`src/rtl/acumulador_desplazamiento_if.sv`:
```
// Bus between the displacement accumulator and its user: sensor input,
// circumference/trip controls and all measurement outputs.
interface acumulador_desplazamiento_if #(
  parameter int unsigned CIRC_W = 16,
  parameter int unsigned DIST_W = 24,
  parameter int unsigned PER_W  = 24
);
  logic              impulso_iman;
  logic [CIRC_W-1:0] circunferencia;
  logic              cargar_circ;
  logic              borrar_parcial;
  logic [DIST_W-1:0] desp_total_m;
  logic [9:0]        desp_total_mm;
  logic [DIST_W-1:0] desp_parcial_m;
  logic [PER_W-1:0]  periodo;
  logic              periodo_valido;
  logic              pulso_valido;
  logic              parado;
  logic              ocupado;
  logic              saturado;
  logic              desbordado;

  modport master (
    output impulso_iman, circunferencia, cargar_circ, borrar_parcial,
    input  desp_total_m, desp_total_mm, desp_parcial_m, periodo, periodo_valido,
    input  pulso_valido, parado, ocupado, saturado, desbordado
  );

  modport slave (
    input  impulso_iman, circunferencia, cargar_circ, borrar_parcial,
    output desp_total_m, desp_total_mm, desp_parcial_m, periodo, periodo_valido,
    output pulso_valido, parado, ocupado, saturado, desbordado
  );
endinterface

```
`src/rtl/acumulador_desplazamiento.sv`:
```
// Fixed-point displacement accumulator: synchronises and debounces the
// magnet pulse, adds the wheel circumference per pulse into total/trip
// odometers (metres + mm remainder) and measures the inter-pulse period.
module acumulador_desplazamiento #(
  parameter int unsigned CIRC_W     = 16,
  parameter int unsigned DIST_W     = 24,
  parameter int unsigned PER_W      = 24,
  parameter int unsigned DEB_CYCLES = 1000,
  parameter int unsigned CIRC_DEF   = 2000
) (
  input  logic clock,
  input  logic reset_n,
  acumulador_desplazamiento_if.slave bus
);
  localparam int unsigned REM_W = CIRC_W + 1;
  localparam int unsigned DEB_W = $clog2(DEB_CYCLES + 1);
  localparam logic [DIST_W-1:0] DIST_MAX = '1;
  localparam logic [PER_W-1:0]  PER_MAX  = '1;
  localparam logic [REM_W-1:0]  MIL      = REM_W'(1000);
  localparam logic [DEB_W-1:0]  DEB_LIM  = DEB_W'(DEB_CYCLES);

  typedef enum logic [1:0] {DEB_BAJO, DEB_SUBE, DEB_ALTO, DEB_BAJA} deb_t;
  typedef enum logic [1:0] {ACC_IDLE, ACC_SUMA, ACC_NORM} acc_t;

  logic sync1_q, sync2_q;
  deb_t deb_q, deb_d;
  logic [DEB_W-1:0] deb_cnt_q, deb_cnt_d;
  logic pulso_q, pulso_d;

  acc_t acc_q, acc_d;
  logic [REM_W-1:0]  rem_q, rem_d;
  logic [DIST_W-1:0] total_q, total_d, trip_q, trip_d;
  logic [CIRC_W-1:0] circ_q, circ_d, sh_q, sh_d;
  logic sh_pend_q, sh_pend_d, pend_q, pend_d;
  logic desb_q, desb_d, sat_q, sat_d, ocup_q;

  logic [PER_W-1:0] cnt_q, cnt_d, per_q, per_d;
  logic pv_q, pv_d, parado_q, parado_d;

  // Two-flop synchroniser for the asynchronous sensor
  always_ff @(posedge clock or negedge reset_n) begin
    if (!reset_n) begin
      sync1_q <= 1'b0;
      sync2_q <= 1'b0;
    end else begin
      sync1_q <= bus.impulso_iman;
      sync2_q <= sync1_q;
    end
  end

  // Debounce: a level is accepted after DEB_CYCLES consecutive samples
  always_comb begin
    deb_d     = deb_q;
    deb_cnt_d = deb_cnt_q;
    pulso_d   = 1'b0;
    unique case (deb_q)
      DEB_BAJO: if (sync2_q) begin
        deb_d     = DEB_SUBE;
        deb_cnt_d = DEB_W'(1);
      end
      DEB_SUBE: begin
        if (!sync2_q) deb_d = DEB_BAJO;
        else if (deb_cnt_q + DEB_W'(1) == DEB_LIM) begin
          deb_d   = DEB_ALTO;
          pulso_d = 1'b1;
        end else deb_cnt_d = deb_cnt_q + DEB_W'(1);
      end
      DEB_ALTO: if (!sync2_q) begin
        deb_d     = DEB_BAJA;
        deb_cnt_d = DEB_W'(1);
      end
      DEB_BAJA: begin
        if (sync2_q) deb_d = DEB_ALTO;
        else if (deb_cnt_q + DEB_W'(1) == DEB_LIM) deb_d = DEB_BAJO;
        else deb_cnt_d = deb_cnt_q + DEB_W'(1);
      end
      default: deb_d = DEB_BAJO;
    endcase
  end

  // Debounce state and confirmed-pulse strobe registers
  always_ff @(posedge clock or negedge reset_n) begin
    if (!reset_n) begin
      deb_q     <= DEB_BAJO;
      deb_cnt_q <= '0;
      pulso_q   <= 1'b0;
    end else begin
      deb_q     <= deb_d;
      deb_cnt_q <= deb_cnt_d;
      pulso_q   <= pulso_d;
    end
  end

  // Accumulator: add circumference once, then peel off one metre per cycle
  always_comb begin
    acc_d     = acc_q;
    rem_d     = rem_q;
    total_d   = total_q;
    trip_d    = trip_q;
    pend_d    = pend_q;
    desb_d    = desb_q;
    circ_d    = circ_q;
    sh_d      = sh_q;
    sh_pend_d = sh_pend_q;
    unique case (acc_q)
      ACC_IDLE: if (pulso_q || pend_q) begin
        acc_d  = ACC_SUMA;
        // a fresh pulse arriving with one already pending becomes the new pending one
        pend_d = pulso_q && pend_q;
      end
      ACC_SUMA: begin
        rem_d = rem_q + REM_W'(circ_q);
        acc_d = ACC_NORM;
      end
      ACC_NORM: begin
        if (rem_q >= MIL) begin
          rem_d  = rem_q - MIL;
          trip_d = trip_q + DIST_W'(1);
          if (total_q != DIST_MAX) total_d = total_q + DIST_W'(1);
        end else acc_d = ACC_IDLE;
      end
      default: acc_d = ACC_IDLE;
    endcase
    if (acc_q != ACC_IDLE && pulso_q) begin
      if (pend_q) desb_d = 1'b1;
      else pend_d = 1'b1;
    end
    if (bus.borrar_parcial) trip_d = '0;
    // circumference changes only take effect between accumulations
    if (acc_q == ACC_IDLE) begin
      if (bus.cargar_circ) begin
        circ_d    = bus.circunferencia;
        sh_pend_d = 1'b0;
      end else if (sh_pend_q) begin
        circ_d    = sh_q;
        sh_pend_d = 1'b0;
      end
    end else if (bus.cargar_circ) begin
      sh_d      = bus.circunferencia;
      sh_pend_d = 1'b1;
    end
    sat_d = sat_q || (total_d == DIST_MAX);
  end

  // Accumulator state registers
  always_ff @(posedge clock or negedge reset_n) begin
    if (!reset_n) begin
      acc_q     <= ACC_IDLE;
      rem_q     <= '0;
      total_q   <= '0;
      trip_q    <= '0;
      pend_q    <= 1'b0;
      desb_q    <= 1'b0;
      sat_q     <= 1'b0;
      circ_q    <= CIRC_W'(CIRC_DEF);
      sh_q      <= '0;
      sh_pend_q <= 1'b0;
      ocup_q    <= 1'b0;
    end else begin
      acc_q     <= acc_d;
      rem_q     <= rem_d;
      total_q   <= total_d;
      trip_q    <= trip_d;
      pend_q    <= pend_d;
      desb_q    <= desb_d;
      sat_q     <= sat_d;
      circ_q    <= circ_d;
      sh_q      <= sh_d;
      sh_pend_q <= sh_pend_d;
      ocup_q    <= (acc_d != ACC_IDLE);
    end
  end

  // Period counter: saturating free-run, restarted by each confirmed pulse
  always_comb begin
    cnt_d    = (cnt_q == PER_MAX) ? cnt_q : cnt_q + PER_W'(1);
    parado_d = parado_q || (cnt_d == PER_MAX);
    per_d    = per_q;
    pv_d     = 1'b0;
    if (pulso_q) begin
      if (!parado_q) begin
        per_d = cnt_q + PER_W'(1);
        pv_d  = 1'b1;
      end
      cnt_d    = '0;
      parado_d = 1'b0;
    end
  end

  // Period registers
  always_ff @(posedge clock or negedge reset_n) begin
    if (!reset_n) begin
      cnt_q    <= '0;
      per_q    <= '0;
      pv_q     <= 1'b0;
      parado_q <= 1'b1;
    end else begin
      cnt_q    <= cnt_d;
      per_q    <= per_d;
      pv_q     <= pv_d;
      parado_q <= parado_d;
    end
  end

  assign bus.desp_total_m   = total_q;
  assign bus.desp_total_mm  = rem_q[9:0];
  assign bus.desp_parcial_m = trip_q;
  assign bus.periodo        = per_q;
  assign bus.periodo_valido = pv_q;
  assign bus.pulso_valido   = pulso_q;
  assign bus.parado         = parado_q;
  assign bus.ocupado        = ocup_q;
  assign bus.saturado       = sat_q;
  assign bus.desbordado     = desb_q;
endmodule

```
`src/flat_wrapper.sv`:
```
// flat-port wrapper written by rule: the top's interface ports become plain ports
module acumulador_desplazamiento_flat 
#(
  parameter int unsigned CIRC_W     = 16,
  parameter int unsigned DIST_W     = 24,
  parameter int unsigned PER_W      = 24,
  parameter int unsigned DEB_CYCLES = 1000,
  parameter int unsigned CIRC_DEF   = 2000
)
  (clock, reset_n, bus_impulso_iman, bus_circunferencia, bus_cargar_circ, bus_borrar_parcial, bus_desp_total_m, bus_desp_total_mm, bus_desp_parcial_m, bus_periodo, bus_periodo_valido, bus_pulso_valido, bus_parado, bus_ocupado, bus_saturado, bus_desbordado);
  acumulador_desplazamiento_if #(.CIRC_W(CIRC_W), .DIST_W(DIST_W), .PER_W(PER_W)) bus_i ();
  input  logic clock;
  input  logic reset_n;
  input wire logic [$bits(bus_i.impulso_iman)-1:0] bus_impulso_iman;
  input wire logic [$bits(bus_i.circunferencia)-1:0] bus_circunferencia;
  input wire logic [$bits(bus_i.cargar_circ)-1:0] bus_cargar_circ;
  input wire logic [$bits(bus_i.borrar_parcial)-1:0] bus_borrar_parcial;
  output wire logic [$bits(bus_i.desp_total_m)-1:0] bus_desp_total_m;
  output wire logic [$bits(bus_i.desp_total_mm)-1:0] bus_desp_total_mm;
  output wire logic [$bits(bus_i.desp_parcial_m)-1:0] bus_desp_parcial_m;
  output wire logic [$bits(bus_i.periodo)-1:0] bus_periodo;
  output wire logic [$bits(bus_i.periodo_valido)-1:0] bus_periodo_valido;
  output wire logic [$bits(bus_i.pulso_valido)-1:0] bus_pulso_valido;
  output wire logic [$bits(bus_i.parado)-1:0] bus_parado;
  output wire logic [$bits(bus_i.ocupado)-1:0] bus_ocupado;
  output wire logic [$bits(bus_i.saturado)-1:0] bus_saturado;
  output wire logic [$bits(bus_i.desbordado)-1:0] bus_desbordado;
  assign bus_i.impulso_iman = bus_impulso_iman;
  assign bus_i.circunferencia = bus_circunferencia;
  assign bus_i.cargar_circ = bus_cargar_circ;
  assign bus_i.borrar_parcial = bus_borrar_parcial;
  assign bus_desp_total_m = bus_i.desp_total_m;
  assign bus_desp_total_mm = bus_i.desp_total_mm;
  assign bus_desp_parcial_m = bus_i.desp_parcial_m;
  assign bus_periodo = bus_i.periodo;
  assign bus_periodo_valido = bus_i.periodo_valido;
  assign bus_pulso_valido = bus_i.pulso_valido;
  assign bus_parado = bus_i.parado;
  assign bus_ocupado = bus_i.ocupado;
  assign bus_saturado = bus_i.saturado;
  assign bus_desbordado = bus_i.desbordado;
  acumulador_desplazamiento #(.CIRC_W(CIRC_W), .DIST_W(DIST_W), .PER_W(PER_W), .DEB_CYCLES(DEB_CYCLES), .CIRC_DEF(CIRC_DEF)) u_core (.clock(clock), .reset_n(reset_n), .bus(bus_i));
endmodule
```
`config.mk`:
```
export PLATFORM = sky130hd
export DESIGN_NAME = acumulador_desplazamiento_flat
export DESIGN_NICKNAME = d
export VERILOG_FILES = /design/src/rtl/acumulador_desplazamiento_if.sv /design/src/rtl/acumulador_desplazamiento.sv /design/src/flat_wrapper.sv
export SDC_FILE = /design/constraint.sdc
export NUM_CORES = 1
export LEC_CHECK = 0
export ABC_AREA = 1
export CAP_MARGIN = 25
export CORE_MARGIN = 1
export CORE_UTILIZATION = 40
export DETAILED_ROUTE_END_ITERATION = 7
export PLACE_DENSITY = 0.58
export SETUP_SLACK_MARGIN = 0.4
export SLEW_MARGIN = 20
export SYNTH_ARGS = -nofsm -noshare
export SYNTH_HDL_FRONTEND = slang
export SYNTH_SLANG_ARGS = --single-unit
```
`constraint.sdc`:
```
create_clock -name clock -period 3.3 [get_ports clock]
set_input_delay 0.495 -clock clock [delete_from_list [all_inputs] [get_ports clock]]
set_output_delay 0.495 -clock clock [all_outputs]
set_load 0.01 [all_outputs]
```
# After elaboration in Yosys (flattened, before gate mapping)
# Index checks and enable logic that the tools add are counted.
dict set report op_classes {
  n_addsub 6
  magnitude_cmp 1
  n_eq_ne 17
  muxes 40
  bitwise 2
  n_reduce_logical 22
}
# op n
set ops {}
lappend ops {{$mux W24} 8}
lappend ops {{$add A24 B1 Y24 const B} 3}
lappend ops {{$eq A24 B24 Y1 const B} 3}
lappend ops {{$mux W10} 5}
lappend ops {{$pmux W10 S4} 1}
lappend ops {{$pmux W17 S2} 1}
lappend ops {{$mux W16} 2}
lappend ops {{$ne A24 B24 Y1 const B} 1}
lappend ops {{$add A17 B16 Y17} 1}
lappend ops {{$ge A17 B10 Y1 const B} 1}
lappend ops {{$mux W17} 1}
lappend ops {{$sub A17 B10 Y17 const B} 1}
lappend ops {{$mux W2} 8}
lappend ops {{$reduce_bool A2 Y1} 7}
lappend ops {{$mux W1} 12}
lappend ops {{$reduce_and A2 Y1} 6}
lappend ops {{$add A10 B1 Y10 const B} 1}
lappend ops {{$eq A10 B10 Y1 const B} 1}
lappend ops {{$pmux W2 S4} 1}
lappend ops {{$reduce_and A4 Y1} 2}
lappend ops {{$eq A2 B2 Y1 const B} 3}
lappend ops {{$ne A2 B1 Y1 const B} 3}
lappend ops {{$pmux W2 S3} 1}
lappend ops {{$eq A2 B1 Y1 const B} 2}
lappend ops {{7 further kinds} 13}
dict set report totals {
  ff_bits 169
  input_bits 21
  out_inout_bits 88
  wordCells 108
}

# Depth between registers and ports, before layout
# Gate-level depths: netlist of the first run.
dict set report depth {
  word_depth 6
  depth_mapped 18
  ltp_nobuf 17
}

# Least setup slack after synthesis of the first run
# OpenSTA, ideal clock, no wires.
dict set report synth_timing {
  path_type {reg2reg}
  start {register u_core.rem_q[0]}
  end {register u_core.rem_q[16]}
  setup_time_ps 124
  arrival_ps 2039
  required_ps 3176
  setup_slack_ps 1137
  stages_incl_launch_ff 13
  n_path_buf 0
  period_less_slack_ps 2163
  path_cell_list {dfrtp_1 > ha_1 > inv_1 > fa_1 > inv_1 > nand2_1 > nand2_1 > o21ai_0 > o21ai_0 > nand4_1 > a21oi_1 > o21ai_0 > xnor2_1}
}
dict set report synth_between {
  elab_chain_len 3
  word_cells_on_any_way 7
  classes_between {add/sub (2); order compare (1); eq/ne (1); mux (2); reduce/logical (1)}
}
# item line_no
set synth_rtl {}
lappend synth_rtl {{start, declared} acumulador_desplazamiento.sv:31} ;# logic [REM_W-1:0] rem_q, rem_d;
lappend synth_rtl {{start signal, assigned} acumulador_desplazamiento.sv:161} ;# rem_q <= rem_d;
lappend synth_rtl {{$sub A17 B10 Y17 / $ge A17 B10 Y1 (equally long branches)} {acumulador_desplazamiento.sv:117, acumulador_desplazamiento.sv:116}}
lappend synth_rtl {{$mux W17 / $ne A2 B1 Y1 (equally long branches)} n/a}
lappend synth_rtl {{$pmux W17 S2 / $reduce_and A2 Y1 (equally long branches)} n/a}
# Several ways; a longest one is shown, not always the timed one. The select of a mux whose other input is x is not followed.
# A chain may end at the register's enable or synchronous reset.

# Worst setup path after layout of the first run
dict set report layout_timing {
  start {register u_core.rem_q[3]}
  end {register u_core.trip_q[16], in the netlist u_core.bus.desp_parcial_m[16]}
}
dict set report layout_between {
  elab_chain_len 3
}
# item line_no
set layout_rtl {}
lappend layout_rtl {{$ge A17 B10 Y1} acumulador_desplazamiento.sv:116} ;# if (rem_q >= MIL) begin
lappend layout_rtl {{$reduce_bool A2 Y1 (no line)} n/a}
lappend layout_rtl {{$reduce_and A2 Y1 (no line)} n/a}
lappend layout_rtl {{end signal, assigned} acumulador_desplazamiento.sv:163} ;# trip_q <= trip_d;
lappend layout_rtl {{end, declared} acumulador_desplazamiento.sv:32} ;# logic [DIST_W-1:0] total_q, total_d, trip_q, trip_d;
# Every way passes these cells.

==> results of run 1 <==
## final cells by class
type | instances | area (µm²) | share of cell area, %
Multi-Input combinational cell | 905 | 4690 | 40.0
Sequential cell | 169 | 4240 | 36.1
Clock buffer | 18 | 439 | 3.74
Timing Repair Buffer | 122 | 1200 | 10.2
Inverter | 162 | 608 | 5.18
Clock inverter | 14 | 158 | 1.34
Tap cell | 319 | 399 | 3.40
## state kept, by name, indices dropped and copies added (netlist names), 2 cells and up, named ones only
register	cells
u_core.bus.desp_total_m	24
u_core.sh_q	16
u_core.bus.desp_parcial_m	24
u_core.bus.periodo	24
u_core.circ_q	16
u_core.deb_cnt_q	10
u_core.acc_q	2
u_core.rem_q	17
u_core.cnt_q	24
## worst max-delay path by stage
stage / to
2_1_floorplan: u_core.rem_q[16]$_DFFE_PN0P_
3_3_place_gp: u_core.bus.desp_parcial_m[16]$_DFFE_PN0P_
3_5_place_dp: u_core.bus.desp_parcial_m[16]$_DFFE_PN0P_
4_1_cts: u_core.bus.desp_parcial_m[16]$_DFFE_PN0P_
5_1_grt: u_core.bus.desp_parcial_m[16]$_DFFE_PN0P_
6_report: u_core.bus.desp_parcial_m[16]$_DFFE_PN0P_
## layout by cell type (no fill, tap or decap), drive strengths merged, types with 16 or more instances in the layout
| cell | synthesis | final |
|---|---|---|
| a21oi | 65 | 65 |
| nor3 | 28 | 28 |
| xor2 | 18 | 18 |
| nand3 | 75 | 75 |
| inv | 159 | 165 |
| clkbuf | 14 | 18 |
| o21ai | 76 | 76 |
| clkdlybuf4s50 | 0 | 107 |
| nand2 | 349 | 349 |
| nand4 | 23 | 23 |
| nor2 | 160 | 160 |
| dfrtp | 162 | 162 |
| mux2 | 16 | 16 |
| a31oi | 29 | 29 |
| ha | 21 | 21 |
## Yosys cell counts (all sizes together), types with 16 or more instances
master and count:
nand2 349, dfrtp 162, nor2 160, inv 159, o21ai 76, nand3 75, a21oi 65, a31oi 29
nor3 28, buf 26, nand4 23, ha 21, xor2 18, mux2 16
## worst reg2reg max path, stage by stage, from the launching register on
cell and delay (ps):
dfrtp_1 450, inv_1 90, ha_1 260, inv_1 70, nand2_1 90, nor3_2 150
nand2_1 90, nand3_2 270, nand4_2 190, nor2_1 230, nand2_1 130, inv_1 120
nand2_1 80, o21ai_1 170, a21oi_1 90
## power breakdown
group | internal, mW | leakage, nW | switching (mW)
clock network | 1.04 | 0.293 | 0.990
logic | 0.0733 | 2.93 | 0.131
registers | 2.10 | 2.29 | 0.0225
total | 3.21 | 5.51 | 1.14
## logic make-up after synthesis
| group | share of synthesized area, % |
|---|---|
| XOR/XNOR | 2.33 |
| flip-flops | 43.4 |
| AND/OR/NAND/NOR | 30.2 |
| buffers and inverters | 8.69 |
| adder cells (fa/ha/maj) | 2.89 |
| AO/OA/AOI/OAI | 10.7 |
| multiplexers | 1.84 |
## routing by layer
metal  share of wire [%]  vias up
met5                   0        -
met3                 3.8       20
met1                  48     3962
met4                 1.3        0
met2                  47      155
li1                    -     4328
## metrics by stage
step	cell area (µm²)	setup slack, ps	total power [mW]	utilization, %
after floorplan	9770	1140	2.26	-
after global placement	11100	822	2.37	47.0
after detailed placement	11100	741	2.37	47.0
after CTS	11700	710	4.40	49.5
after global routing	11700	432	4.52	49.5
final	11700	711	4.35	49.5
==> run_summary.xml, run 1 <==
<?xml version="1.0" encoding="UTF-8"?>
<metrics>
  <group name="status">
    <metric name="run_status" unit="">complete, no violations</metric>
  </group>
  <group name="floorplan">
    <metric name="dieArea" unit="mm²">0.0251</metric>
    <metric name="design.core.area" unit="mm²">0.0237</metric>
    <metric name="core.rowCount" unit="">56</metric>
    <metric name="starting_density_of_the_core" unit="%">41.3</metric>
    <metric name="num_io_pins" unit="">109</metric>
    <metric name="floorplan.die.width" unit="µm">158</metric>
    <metric name="fp.dieH" unit="µm">158</metric>
  </group>
  <group name="timing">
    <metric name="finalWorstPathRequiredPeriod" unit="ps">2590</metric>
    <metric name="final_min_period_over_clock_period" unit="%">78.5</metric>
    <metric name="skew" unit="ps">12.3</metric>
    <metric name="achievable-frequency" unit="MHz">386</metric>
    <metric name="final_hold_viol_count" unit="">0</metric>
    <metric name="aggregate_negative_setup_slack" unit="ps">0</metric>
    <metric name="report.final.slew_viol_count" unit="">0</metric>
    <metric name="grt_setup_unrepaired" unit="">false</metric>
    <metric name="report.final.setup_viol" unit="">0</metric>
    <metric name="tightestPinTransition" unit="ps">612</metric>
    <metric name="worst_relative_slew_slack" unit="%">58.8</metric>
    <metric name="hold_slack" unit="ps">20.7</metric>
  </group>
  <group name="grt">
    <metric name="grt_use_total" unit="%">20.6</metric>
    <metric name="global_route.usage.met2" unit="%">33.8</metric>
    <metric name="wire_length_of_the_first_global_routing_pass" unit="µm">40300</metric>
    <metric name="grt_antenna_before_repair" unit="">0</metric>
    <metric name="vias_in_the_first_global_route" unit="">8002</metric>
    <metric name="grt_max_degree" unit="">61</metric>
    <metric name="globalRouteOverflowTotal" unit="">0</metric>
    <metric name="grt.met1_usage" unit="%">28.0</metric>
    <metric name="busiest_layer" unit="">met2</metric>
    <metric name="groute.layer.met3.usage" unit="%">3.13</metric>
  </group>
  <group name="routing">
    <metric name="dr_total_vias" unit="">8465</metric>
    <metric name="wire_per_inst" unit="µm">14.2</metric>
    <metric name="drt_iter0_markers" unit="">415</metric>
    <metric name="drt-vias-per-instance" unit="">4.95</metric>
    <metric name="antenna_viol_nets_final" unit="">0</metric>
    <metric name="routed_wl" unit="µm">24400</metric>
    <metric name="drt_pass1_iterations" unit="">5</metric>
    <metric name="drt_drc_violations_left" unit="">0</metric>
  </group>
  <group name="cts">
    <metric name="tritoncts" unit="">yes</metric>
    <metric name="insertion_delay" unit="ps">440</metric>
    <metric name="cts_made_buffers" unit="">17</metric>
    <metric name="root_buffer" unit="">clkbuf_16</metric>
    <metric name="count_of_hold_buffers_inserted_by_post_cts_repair" unit="">0</metric>
    <metric name="path_clk_slew" unit="ps">80</metric>
    <metric name="clock_path_buffers" unit="">2</metric>
    <metric name="post_cts_resized" unit="">0</metric>
    <metric name="cts.sinks" unit="">169</metric>
    <metric name="cts_h_tree_lvls" unit="">4</metric>
    <metric name="cts_setup_buffers" unit="">0</metric>
  </group>
  <group name="logic_synthesis">
    <metric name="synth_top_area_cell" unit="">dfrtp_1</metric>
    <metric name="synth.top_cell.area_share" unit="%">41.5</metric>
    <metric name="syn-cell-area" unit="mm²">0.00977</metric>
    <metric name="number_of_synthesized_flops_with_an_enable_pin" unit="">0</metric>
    <metric name="ys_async_sr_fraction" unit="%">100</metric>
    <metric name="synth_fp_nets" unit="">1319</metric>
    <metric name="mapped_cells" unit="">1276</metric>
    <metric name="ys.warnings.count" unit="">0</metric>
    <metric name="ys.flop_type" unit="">dfrtp_1</metric>
    <metric name="dominant_cells_by_area_after_synthesis" unit="">dfrtp_1, nand2_1, inv_1</metric>
    <metric name="ys_seq_elements" unit="">169</metric>
    <metric name="avgSynthCellArea" unit="µm²">7.66</metric>
    <metric name="sequential_to_total_area_share_from_yosys_stat" unit="%">43.4</metric>
    <metric name="synthDistinctLibCells" unit="">50</metric>
  </group>
  <group name="power">
    <metric name="p_per_area" unit="mW/mm²">371</metric>
    <metric name="cellLeakagePower" unit="nW">5.51</metric>
    <metric name="power.ir.vdd_worst" unit="mV">0.333</metric>
  </group>
  <group name="setup_path">
    <metric name="critical_path_cell_count" unit="">14</metric>
    <metric name="r2r-end" unit="">u_core.bus.desp_parcial_m[16]$_DFFE_PN0P_</metric>
    <metric name="worst-path-max-fanout" unit="">15</metric>
    <metric name="arrival_time_of_the_worst_setup_path" unit="ps">2910</metric>
    <metric name="worst-r2r-setup-slack" unit="ps">710</metric>
    <metric name="worst_r2r_path_depth" unit="">14</metric>
    <metric name="critPathLaunch" unit="">u_core.rem_q[3]$_DFFE_PN0P_</metric>
    <metric name="r2r_start" unit="">u_core.rem_q[3]$_DFFE_PN0P_</metric>
    <metric name="cpLargestDelayFamily" unit="">simple AND/OR/NAND/NOR gates</metric>
    <metric name="criticalPathCategory" unit="">reg2reg</metric>
    <metric name="cp_num_buf_inv" unit="">3</metric>
    <metric name="setup.worst_path.end_class" unit="">register</metric>
    <metric name="worst_path_most_repeated_cell" unit="">nand2_1</metric>
    <metric name="cp_cell_sequence" unit="">inv_1, ha_1, inv_1, nand2_1, nor3_2, nand2_1, nand3_2, nand4_2, nor2_1, nand2_1, inv_1, nand2_1, o21ai_1, a21oi_1</metric>
    <metric name="critical_path.slowest_cell" unit="">dfrtp_1</metric>
    <metric name="critical_path_required" unit="ps">3620</metric>
    <metric name="timing.critical_path.from_type" unit="">register</metric>
    <metric name="crit_path_max_incr_delay" unit="ps">450</metric>
  </group>
  <group name="run">
    <metric name="cap_violations" unit="">0</metric>
  </group>
  <group name="finish">
    <metric name="fin_nets" unit="">1420</metric>
    <metric name="fraction_of_final_layout_cells_sized_beyond_drive_strength_1" unit="%">10.1</metric>
    <metric name="stdcell_count" unit="">1709</metric>
    <metric name="antenna_cells" unit="">0</metric>
    <metric name="area_delta_synth_final" unit="%">20.0</metric>
    <metric name="layout.filler_cells" unit="">2360</metric>
  </group>
  <group name="min_path">
    <metric name="holdCritPathClass" unit="">in2async</metric>
  </group>
  <group name="placed_design">
    <metric name="port_buf_inserts" unit="">108</metric>
    <metric name="detailedPlacementHpwl" unit="µm">18100</metric>
    <metric name="dp_cells" unit="">1677</metric>
    <metric name="gp_congestion" unit="">0.896</metric>
  </group>
</metrics>
Note: power is estimated with default switching activity, not from simulation.
==> inputs of run 2 (changes only) <==
PLACE_DENSITY = 0.6   (was 0.58)
clock period = 2.3 ns   (was 3.3 ns; I/O delays follow)
==> run 2 against run 1 <==
  * Critical path depth unchanged
  * Critical path type unchanged
  * Register-to-register slack worse by 540 ps
  * Via count grew 8.3%
  * Largest cell class unchanged
  * Core utilization grew 7.0 points
  * Wire length grew 13%
  * Clock-buffer cell count stayed put
  * Hold slack better by 330 ps
==> run_summary.xml, run 2 (same netlist as run 1, synthesis figures left out) <==
<?xml version="1.0" encoding="UTF-8"?>
<metrics>
  <group name="status">
    <metric name="run_status" unit="">complete, no violations</metric>
  </group>
  <group name="grt">
    <metric name="wire_length_of_the_first_global_routing_pass" unit="µm">44400</metric>
    <metric name="globalRouteOverflowTotal" unit="">0</metric>
    <metric name="grt_use_total" unit="%">22.6</metric>
    <metric name="grt_antenna_before_repair" unit="">0</metric>
    <metric name="vias_in_the_first_global_route" unit="">8765</metric>
    <metric name="grt_max_degree" unit="">47</metric>
  </group>
  <group name="timing">
    <metric name="report.final.slew_viol_count" unit="">0</metric>
    <metric name="achievable-frequency" unit="MHz">469</metric>
    <metric name="tightestPinTransition" unit="ps">727</metric>
    <metric name="grt_setup_unrepaired" unit="">true</metric>
    <metric name="post-route-worst-setup-slack" unit="ps">168</metric>
    <metric name="final_hold_viol_count" unit="">0</metric>
    <metric name="skew" unit="ps">16.3</metric>
    <metric name="finalWorstPathRequiredPeriod" unit="ps">2130</metric>
    <metric name="aggregate_negative_setup_slack" unit="ps">0</metric>
    <metric name="report.final.setup_viol" unit="">0</metric>
    <metric name="worst_relative_slew_slack" unit="%">51.5</metric>
    <metric name="hold_slack" unit="ps">356</metric>
    <metric name="final_min_period_over_clock_period" unit="%">92.7</metric>
  </group>
  <group name="setup_path">
    <metric name="timing.critical_path.from_type" unit="">register</metric>
    <metric name="crit_path_max_incr_delay" unit="ps">370</metric>
    <metric name="critPathLaunch" unit="">u_core.rem_q[4]$_DFFE_PN0P_</metric>
    <metric name="critical_path.slowest_cell" unit="">dfrtp_1</metric>
    <metric name="setup.worst_path.end_class" unit="">register</metric>
    <metric name="cp_num_buf_inv" unit="">3</metric>
    <metric name="cpLargestDelayFamily" unit="">simple AND/OR/NAND/NOR gates</metric>
    <metric name="worst-r2r-setup-slack" unit="ps">170</metric>
    <metric name="critical_path_cell_count" unit="">14</metric>
    <metric name="r2r_start" unit="">u_core.rem_q[4]$_DFFE_PN0P_</metric>
    <metric name="criticalPathCategory" unit="">reg2reg</metric>
    <metric name="arrival_time_of_the_worst_setup_path" unit="ps">2450</metric>
    <metric name="worst-path-max-fanout" unit="">7</metric>
    <metric name="worst_r2r_path_depth" unit="">14</metric>
    <metric name="critical_path_required" unit="ps">2620</metric>
    <metric name="cp_cell_sequence" unit="">inv_2, ha_4, inv_2, nand2_2, nor3_2, nand2_1, nand3_4, nand4_4, nor2_4, nand2_2, inv_4, nand2_4, o21ai_4, a21oi_1</metric>
    <metric name="r2r-end" unit="">u_core.bus.desp_parcial_m[16]$_DFFE_PN0P_</metric>
  </group>
  <group name="min_path">
    <metric name="worst_hold_startpoint" unit="">bus_impulso_iman</metric>
    <metric name="holdPathStages" unit="">1</metric>
    <metric name="holdCritPathClass" unit="">in2reg</metric>
    <metric name="whs_endpoint" unit="">u_core.sync1_q$_DFF_PN0_</metric>
  </group>
  <group name="routing">
    <metric name="antenna_viol_nets_final" unit="">0</metric>
    <metric name="routed_wl" unit="µm">27600</metric>
    <metric name="drt_iter0_markers" unit="">676</metric>
    <metric name="wire_per_inst" unit="µm">15.3</metric>
    <metric name="dr_total_vias" unit="">9164</metric>
    <metric name="drt_pass1_iterations" unit="">5</metric>
    <metric name="drt_drc_violations_left" unit="">0</metric>
    <metric name="drt-vias-per-instance" unit="">5.07</metric>
  </group>
  <group name="floorplan">
    <metric name="fp.dieH" unit="µm">158</metric>
    <metric name="starting_density_of_the_core" unit="%">41.3</metric>
    <metric name="design.core.area" unit="mm²">0.0237</metric>
    <metric name="floorplan.die.width" unit="µm">158</metric>
    <metric name="core.rowCount" unit="">56</metric>
    <metric name="dieArea" unit="mm²">0.0251</metric>
    <metric name="num_io_pins" unit="">109</metric>
  </group>
  <group name="power">
    <metric name="switching_share" unit="%">25.8</metric>
    <metric name="p_per_area" unit="mW/mm²">473</metric>
    <metric name="clockPowerShare" unit="%">46.3</metric>
    <metric name="cell_internal_pwr" unit="mW">4.70</metric>
    <metric name="cellLeakagePower" unit="nW">6.26</metric>
    <metric name="combPwrFrac" unit="%">5.6</metric>
    <metric name="seq_power_share" unit="%">48.1</metric>
    <metric name="power.ir.vdd_worst" unit="mV">0.414</metric>
    <metric name="net-switching-power" unit="mW">1.63</metric>
  </group>
  <group name="cts">
    <metric name="cts.sinks" unit="">169</metric>
    <metric name="tritoncts" unit="">yes</metric>
    <metric name="cts_made_buffers" unit="">17</metric>
    <metric name="root_buffer" unit="">clkbuf_16</metric>
    <metric name="clock_path_buffers" unit="">2</metric>
    <metric name="cts_h_tree_lvls" unit="">4</metric>
    <metric name="path_clk_slew" unit="ps">80</metric>
    <metric name="insertion_delay" unit="ps">440</metric>
  </group>
  <group name="placed_design">
    <metric name="dp_cells" unit="">1695</metric>
    <metric name="gp_congestion" unit="">0.911</metric>
    <metric name="detailedPlacementHpwl" unit="µm">18400</metric>
    <metric name="placement.setup.worst_slack" unit="ps">81.8</metric>
    <metric name="port_buf_inserts" unit="">108</metric>
  </group>
  <group name="finish">
    <metric name="layout_commonest_cell" unit="">nand2_1</metric>
    <metric name="stdcell_count" unit="">1809</metric>
    <metric name="fraction_of_final_layout_cells_sized_beyond_drive_strength_1" unit="%">24.8</metric>
    <metric name="area_delta_synth_final" unit="%">37.1</metric>
    <metric name="fin_nets" unit="">1520</metric>
    <metric name="layout_common_cells" unit="">nand2_1, dfrtp_1, inv_1, nor2_1, clkdlybuf4s50_1</metric>
    <metric name="layout.filler_cells" unit="">2189</metric>
    <metric name="antenna_cells" unit="">0</metric>
  </group>
  <group name="run">
    <metric name="cap_violations" unit="">0</metric>
  </group>
</metrics>
run 2: repair_timing:
item / CTS / global route
gates resized for setup: 110 / 117
endpoints found under the setup margin: 50 / 60
gates cloned: 5 / 0
buffers inserted: 50 / 26
hold endpoints to repair: 34 / 0
pin swaps: 41 / 50
hold buffers: 1 / 0
run 2: layer usage:
| layer | track usage, % | vias to the layer above | routed length, µm |
|---|---|---|---|
| li1 | - | 4535 | - |
| met1 | 30.2 | 4399 | 12400 |
| met2 | 37.7 | 208 | 13800 |
| met3 | 3.27 | 22 | 1130 |
| met4 | 7.01 | 0 | 277 |
| met5 | 0 | - | 0 |
run 2: area by class of cell:
class / instances / area, µm² / area share (%)
flip-flops and latches: 169 / 4250 / 31.7
well taps: 319 / 399 / 2.98
inverters: 162 / 614 / 4.59
clock inverters: 14 / 150 / 1.12
repair buffers: 220 / 2120 / 15.8
multi-input cells: 907 / 5440 / 40.6
clock buffers: 18 / 429 / 3.20
run 2: power by group through the flow:
stage / clock network (mW) / logic, mW / registers, mW
after global placement: 0 / 0.302 / 3.10
after CTS: 2.99 / 0.330 / 3.04
after floorplan: 0 / 0.151 / 3.09
final: 2.93 / 0.354 / 3.05
after global routing: 3.09 / 0.404 / 3.05
after detailed placement: 0 / 0.304 / 3.10
run 2: worst max-delay path by stage:
stage | end | slack (ps)
after floorplan | u_core.bus.desp_parcial_m[16]$_DFFE_PN0P_ | 400
after global placement | u_core.rem_q[16]$_DFFE_PN0P_ | -0.004
after detailed placement | u_core.bus.desp_parcial_m[19]$_DFFE_PN0P_ | 80
after CTS | u_core.rem_q[12]$_DFFE_PN0P_ | 220
after global routing | u_core.bus.saturado$_DFF_PN0_ | 40
final | u_core.bus.desp_parcial_m[16]$_DFFE_PN0P_ | 170
run 2: through the flow:
step	instance area [µm²]	util [%]	power, mW
after global placement	11300	47.8	3.40
after CTS	12700	53.7	6.36
final	13400	56.6	6.33
after global routing	13400	56.6	6.55
after detailed placement	11300	47.8	3.40
after floorplan	9810	-	3.24
